### config.mk
export PLATFORM = sky130hd
export DESIGN_NAME = reg_file_p
export DESIGN_NICKNAME = d
export VERILOG_FILES = /design/src/rtl/reg_file_p.sv
export SDC_FILE = /design/constraint.sdc
export NUM_CORES = 1
export LEC_CHECK = 0
export ABC_AREA = 1
export CAP_MARGIN = 20
export CORE_ASPECT_RATIO = 1.1
export CORE_MARGIN = 5
export CORE_UTILIZATION = 45
export DETAILED_ROUTE_END_ITERATION = 16
export DONT_BUFFER_PORTS = 1
export GPL_TIMING_DRIVEN = 0
export PLACE_DENSITY = 0.66
export SETUP_SLACK_MARGIN = 0.02
export SKIP_LAST_GASP = 1
export SYNTH_ARGS = -nofsm -noshare
export SYNTH_HDL_FRONTEND = slang
export SYNTH_SLANG_ARGS = --single-unit
### constraint.sdc
create_clock -name clk -period 6.86 [get_ports clk]
set_input_delay 2.058 -clock clk [delete_from_list [all_inputs] [get_ports clk]]
set_output_delay 2.058 -clock clk [all_outputs]
set_load 0.1 [all_outputs]
### src/rtl/reg_file_p.sv
// Register file with a small op decoder, ALU write-back port, two async read ports and a jump/branch request.
// One op per cycle, committed on the next rising edge; no stalls; synchronous active-high reset.
module reg_file_p #(
  parameter int DW   = 8,
  parameter int NREG = 16,
  localparam int AW  = $clog2(NREG)
) (
  input  logic            clk,
  input  logic            reset,
  input  logic [4:0]      op,
  input  logic [AW-1:0]   rd,
  input  logic [AW-1:0]   rs,
  input  logic [DW/2-1:0] imm,
  input  logic [1:0]      func,
  input  logic            alu_we,
  input  logic [AW-1:0]   alu_wa,
  input  logic [DW-1:0]   alu_wd,
  input  logic [AW-1:0]   ra,
  input  logic [AW-1:0]   rb,
  output logic [DW-1:0]   qa,
  output logic [DW-1:0]   qb,
  output logic            take,
  output logic            rel,
  output logic [DW-1:0]   target,
  output logic            carry,
  output logic            done
);

  localparam logic [4:0] OP_LIT_LO = 5'd4;
  localparam logic [4:0] OP_LIT_HI = 5'd5;
  localparam logic [4:0] OP_MOV    = 5'd6;
  localparam logic [4:0] OP_INCR   = 5'd10;
  localparam logic [4:0] OP_DECR   = 5'd11;
  localparam logic [4:0] OP_JIZR   = 5'd12;
  localparam logic [4:0] OP_JNZR   = 5'd13;
  localparam logic [4:0] OP_BIZR   = 5'd14;
  localparam logic [4:0] OP_BNZR   = 5'd15;
  localparam logic [4:0] OP_SETH   = 5'd17;
  localparam logic [4:0] OP_LSLC   = 5'd20;
  localparam logic [4:0] OP_LSRC   = 5'd21;
  localparam logic [4:0] OP_FLIP   = 5'd22;
  localparam logic [4:0] OP_FUNC   = 5'd23;
  localparam logic [1:0] FN_DONE   = 2'd3;

  logic [DW-1:0] r_regs [NREG];
  logic          r_take;
  logic          r_rel;
  logic [DW-1:0] r_target;
  logic          r_carry;
  logic          r_done;

  logic [DW-1:0] w_rd_val;
  logic [DW-1:0] w_rs_val;
  logic          w_rd_zero;
  logic          w_op_we;
  logic [DW-1:0] w_op_wd;
  logic          w_carry_nxt;
  logic          w_jump;
  logic          w_rel_nxt;
  logic          w_done_set;

  // Sources and conditions always come from pre-edge contents.
  assign w_rd_val  = r_regs[rd];
  assign w_rs_val  = r_regs[rs];
  assign w_rd_zero = (w_rd_val == '0);

  always_comb begin
    w_op_we     = 1'b0;
    w_op_wd     = w_rd_val;
    w_carry_nxt = r_carry;
    w_jump      = 1'b0;
    w_rel_nxt   = 1'b0;
    w_done_set  = 1'b0;
    case (op)
      OP_LIT_LO: begin w_op_we = 1'b1; w_op_wd = {w_rd_val[DW-1:DW/2], imm}; end
      OP_LIT_HI: begin w_op_we = 1'b1; w_op_wd = {imm, w_rd_val[DW/2-1:0]}; end
      OP_MOV:    begin w_op_we = 1'b1; w_op_wd = w_rs_val; end
      OP_INCR:   begin w_op_we = 1'b1; w_op_wd = w_rd_val + DW'(1); end
      OP_DECR:   begin w_op_we = 1'b1; w_op_wd = w_rd_val - DW'(1); end
      OP_JIZR:   w_jump = w_rd_zero;
      OP_JNZR:   w_jump = !w_rd_zero;
      OP_BIZR:   begin w_jump = w_rd_zero;  w_rel_nxt = 1'b1; end
      OP_BNZR:   begin w_jump = !w_rd_zero; w_rel_nxt = 1'b1; end
      OP_SETH:   begin w_op_we = 1'b1; w_op_wd = {1'b1, w_rd_val[DW-2:0]}; end
      OP_LSLC: begin
        w_op_we     = 1'b1;
        w_op_wd     = {w_rd_val[DW-2:0], r_carry};
        w_carry_nxt = w_rd_val[DW-1];
      end
      OP_LSRC: begin
        w_op_we     = 1'b1;
        w_op_wd     = {r_carry, w_rd_val[DW-1:1]};
        w_carry_nxt = w_rd_val[0];
      end
      OP_FLIP:   begin w_op_we = 1'b1; w_op_wd = ~w_rd_val; end
      OP_FUNC:   w_done_set = (func == FN_DONE);
      default:   ;
    endcase
  end

  // The op write is issued after the ALU write so it wins on an address clash.
  always_ff @(posedge clk) begin
    if (reset) begin
      for (int i = 0; i < NREG; i++) r_regs[i] <= '0;
      r_take   <= 1'b0;
      r_rel    <= 1'b0;
      r_target <= '0;
      r_carry  <= 1'b0;
      r_done   <= 1'b0;
    end else begin
      if (alu_we)  r_regs[alu_wa] <= alu_wd;
      if (w_op_we) r_regs[rd]     <= w_op_wd;
      r_carry <= w_carry_nxt;
      r_take  <= w_jump;
      if (w_jump) begin
        r_rel    <= w_rel_nxt;
        r_target <= w_rs_val;
      end
      if (w_done_set) r_done <= 1'b1;
    end
  end

  assign qa     = r_regs[ra];
  assign qb     = r_regs[rb];
  assign take   = r_take;
  assign rel    = r_rel;
  assign target = r_target;
  assign carry  = r_carry;
  assign done   = r_done;

endmodule

# [Word level (Yosys, flattened, before mapping)]
# Memories as Yosys holds them, arrays and structs flattened.
# Cells that the tools add are included.
[word_totals] ff_bits=12 mem_bits_rw=128 inputBits=42 out_inout_bits=28 memories=1
[op_classes] n_addsub=2 eq_ne=15 mux=20 n_bitwise=1 reduce_logical=9
[memory_table] name="r_regs" depth=16 word_bits=8 rd=4 rd_ports_with_merged_regs=0 write_ports=16 line="45" rtl="logic [DW-1:0] r_regs [NREG];"
[op_table] cell="8-bit one-hot mux with 9 select lines" count=1
[op_table] cell="5-bit by 4-bit equality test with 1-bit output (second input constant)" count=6
[op_table] cell="5-bit equality test (second input constant)" count=5
[op_table] cell="8-bit two-way mux" count=2
[op_table] cell="8-bit OR reduction" count=2
[op_table] cell="5-bit by 3-bit equality test with 1-bit output (second input constant)" count=3
[op_table] cell="1-bit two-way mux" count=13
[op_table] cell="9-bit OR reduction" count=1
[op_table] cell="8-bit by 1-bit adder with 8-bit output (second input constant)" count=1
[op_table] cell="8-bit logical NOT" count=1
[op_table] cell="4-bit two-way mux" count=2
[op_table] cell="8-bit NOT" count=1
[op_table] cell="8-bit by 1-bit subtractor with 8-bit output (second input constant)" count=1
[op_table] cell="2-bit OR reduction" count=3
[op_table] cell="1-bit one-hot mux with 2 select lines" count=2
[op_table] cell="2-bit equality test (second input constant)" count=1
[op_table] cell="2-bit nonzero test" count=1
[op_table] cell="1-bit logical NOT" count=1

# [Longest topological paths before layout]
# Gate-level depths: netlist of the first run.
[logic_depth] word_depth=8 depth_mapped=23 depth_no_buf=20

# [Least setup slack after synthesis of the first run]
# OpenSTA, ideal clock, no wires.
[synth_timing] kind="input to output" startpoint="input port ra[1]" endpoint="output port qa[3]" t_arrival_ns=5.021 path_slack_ns=-0.219 stages=6 n_path_buf=2 cell_sequence="clkbuf_1 buf_1 o21ai_0 a21oi_1 o22ai_1 o21ai_0"
[synth_between] elab_chain_cells=1
[synth_lines] item="from (decl)" line="18" rtl="input logic [AW-1:0] ra,"
[synth_lines] item="memory read 16 x 8 bit"
[synth_lines] item="to (decl)" line="20" rtl="output logic [DW-1:0] qa,"
# Every way passes these cells.

# [Final worst setup path of the first run]
[layout_timing] startpoint="input port rb[0]" endpoint="output port qb[6]"
[layout_between] elab_chain_cells=1
[layout_lines] item="from (decl)" line="19" rtl="input logic [AW-1:0] rb,"
[layout_lines] item="memory read 16 x 8 bit"
[layout_lines] item="to (decl)" line="21" rtl="output logic [DW-1:0] qb,"
# Every way passes these cells.

==> results of run 1 <==
metrics by stage:
step                utilization (%)  hold WS [ps]  power (mW)  setup TNS [ps]
detailed placement            47.64         942.7       1.699               0
finish                        49.84         951.3       2.644               0
CTS                           49.83         954.9       2.604               0
global placement              47.61         946.5       1.698          -108.6
global route                  49.84         973.9       2.701               0
floorplan                         -         819.0       1.460               0
cells by family after synthesis:
kind of cell / count (synthesis)
AOI/OAI and AO/OA: 465
adders and majority gates: 7
buffers and inverters: 265
DFF: 140
and+or+nand+nor: 948
worst min-delay path: cells and delay by family, from the launching register on:
kind / cells / cell delay (ps)
and+or+nand+nor: 2 / 260
DFF: 1 / 650
cell type report:
class | instances | area (um2)
tap | 352 | 440.4
sequential | 140 | 4084
clock buffer | 18 | 429.2
multi-input combinational | 1420 | 6864
clock inverter | 14 | 145.1
buffer | 116 | 543.0
fill | 2737 | 13150
inverter | 149 | 561.8
metal layers:
layer | global-route usage (%) | up-vias | wire length [um]
li1 | - | 6297 | -
met1 | 51.84 | 6541 | 22980
met2 | 60.75 | 1085 | 26460
met3 | 6.699 | 172 | 7641
met4 | 17.76 | 0 | 3155
met5 | 0 | - | 0
cells in the mapped netlist (3+ instances only):
cell type	number	area share [%]
nor2_4	8	0.75
nand3_2	3	0.25
nand4_2	5	0.52
o22ai_1	5	0.26
buf_6	9	0.84
edfxtp_1	128	32
nand3b_1	13	0.81
buf_1	21	0.65
o211ai_1	57	3.6
clkbuf_1	70	2.2
inv_2	22	0.69
dfxtp_1	12	2.0
a21oi_1	156	6.5
nand3_1	255	11
inv_1	126	3.9
nor2_2	29	1.5
a211oi_1	3	0.19
buf_2	13	0.54
nand4_1	3	0.16
ha_1	6	0.62
o21ai_1	28	1.2
o221ai_1	18	1.3
nor3_1	3	0.12
nand2_1	541	17
o21ai_0	193	8.0
nor2_1	72	2.2
nand2_2	11	0.57
flip-flops by register name (all words and copies together), names as in the netlist:
signal and cells:
r_regs 128, target 8, rel 1, take 1, done 1, carry 1
how the worst max path moves through the flow:
stage,depth (start not counted),start,slack (ps),to
final,6,rb[0],70,qb[6]
after global placement,6,rb[1],-110,qb[5]
after CTS,6,rb[0],100,qb[7]
after detailed placement,6,rb[0],110,qb[7]
after floorplan,6,ra[1],540,qa[3]
after global routing,6,rb[0],90,qb[2]
report_power, final:
group          internal [mW]  switching, mW  total [mW]
logic                  0.138          0.536       0.673
registers              0.970         0.0702        1.04
clock network          0.512          0.418       0.930
==> out/qor.csv, run 1 <==
stage;metric;value;unit
outcome;run status;finished, final reports clean;
yosys;syn avg cell area;6.599;um2
yosys;Async SR Flop Fraction;0;%
setup_path;Worst Path Buf+Inv;3;
setup_path;Worst R2R Start;r_regs[11][4]$_DFFE_PP_;
sta;final setup fails;0;
final_layout;commonest non-fill, non-tap cell in the layout;nand2_1;
setup_path;largest fanout on the critical path;10;
sta;endpoints failing hold;0;
clock_network;# resized after CTS;0;
setup_path;most used cell, CP;clkbuf_1;
sta;fmax;147.3;MHz
routing;Routed wire per std cell;27.27;um
placed_design;Inst Count DP;2177;
final_layout;# diodes;0;
setup_path;Setup CP Type;input pin to primary output;
placed_design;detailed placer's ending HPWL;46640;um
die;Placeable Area;26220;um2
sta;max-slew violations;0;
final_layout;share of layout cells above drive strength 1;7.754;%
flow_run;Max-Cap Viols;0;
clock_network;Hold Buf Count CTS;0;
clock_network;Clock Tree Root;clkbuf_16;
setup_path;crit-path cells;clkbuf_1, clkbuf_1, buf_1, a21oi_1, o221ai_1, nand2_1;
yosys;post-synthesis xor/xnor area fraction;0;%
die;die area;30140;um2
final_layout;Layout Nets;1893;
routing;vias after detailed routing;14100;
routing;vias per cell;6.381;
die;DIE WIDTH;166.0;um
final_layout;non-filler cells, final;2209;
setup_path;worst r2r path cells;14;
placed_design;GPL Wtd Cong;1.048;
clock_network;clock buffer count from CTS;17;
sta;clk_skew;14.42;ps
final_layout;area delta synth->final;8.509;%
sta;RSZ-0062 raised after global routing;false;
clock_network;CTS tree;yes;
sta;worst-margin pin slew;1090;ps
final_layout;most frequent cells in the layout;nand2_1 (540), nand3_1 (255), o21ai_0 (191), a21oi_1 (156), edfxtp_1 (128);
sta;crit path time final;6790;ps
global_route;aggregate global-route resource usage;38.54;%
setup_path;CP delay by family, top;buffers and inverters;
setup_path;critical path required time;4800;ps
sta;fin worst setup slack;69.55;ps
clock_network;Clock Latency Late Sink;440;ps
setup_path;slowest CP cell;nand2_1;
routing;Post-Route WL;60240;um
placed_design;dpl ws;105.9;ps
global_route;largest net degree at the start of global routing;17;
routing;initial drt markers;2552;
routing;DRC;0;
die;Core Rows;62;
min_path;WHS Path Cells;2;
setup_path;CP endpoint kind;primary output;
pwr;Worst VDD drop;0.1501;mV
setup_path;slowest stage delay, CP;690;ps
pwr;Leak;5.502;nW
global_route;Remaining Overflow, GRT;0;
yosys;post-synthesis simple-gate area fraction;34.76;%
global_route;first-pass GRT wire length;86380;um
clock_network;CTS max path bufs;2;
placed_design;Port Buf Inserts;0;
yosys;Post-synth EDFFs;128;
yosys;Main synth FF type;edfxtp_1;
final_layout;Finished Cell Area;13070;um2
yosys;post-synth cell types;40;
clock_network;clk sink count;140;
sta;worst relative slew slack;27.31;%
yosys;syn_nets;1874;
die;Initial Util;45.93;%
setup_path;Worst setup SP type;input pin;
setup_path;r2r endpoint;r_regs[10][4]$_DFFE_PP_;
min_path;Min-Delay Endpoint;target[7]$_SDFFE_PP0P_;
setup_path;setup slack, reg-to-reg;2970;ps
pwr;PD cells;202.3;nW/um2
routing;DR pass1 iterations;6;
yosys;#FFs+latches synth;140;
yosys;Post-Synthesis Cells;1825;
die;Die Y;181.6;um
die;num ports;70;
yosys;Synth Area in Compound Gates;21.36;%
clock_network;clock slew at reported path FFs;70;ps
yosys;Synth Area in Adders;0.7896;%
placed_design;total placed instance area;12490;um2
yosys;Seq/Total Area, Yosys;33.91;%
clock_network;post-CTS setup repair buffer count;0;
global_route;initial antenna violation count;0;
yosys;proportion of synthesized area in mux cells;0;%
min_path;min-delay src;target[7]$_SDFFE_PP0P_;
yosys;largest family of logic cells by synthesized area;simple AND/OR/NAND/NOR gates;
clock_network;H-tree lvl count;4;
yosys;Mapped Area;12040;um2
yosys;synth warn;0;
min_path;Worst Hold Class;register to register;
global_route;number of global-route vias before repair;12700;
routing;Antenna Nets Post-Route;0;
setup_path;Arrival @ worst endpoint;4730;ps
sta;period utilization;98.99;%
No activity file was read; power rests on OpenSTA's default activity.
==> run 2: changes to the inputs <==
--- a/config.mk
+++ b/config.mk
@@ -6,6 +6,7 @@
 export NUM_CORES = 1
 export LEC_CHECK = 0
 export ABC_AREA = 1
+export ABC_CLOCK_PERIOD_IN_PS = 6860
 export CAP_MARGIN = 20
 export CORE_ASPECT_RATIO = 1.1
 export CORE_MARGIN = 5
==> results of run 2 <==
Same layout as run 1: the final DEF is identical, and so are final timing and power.
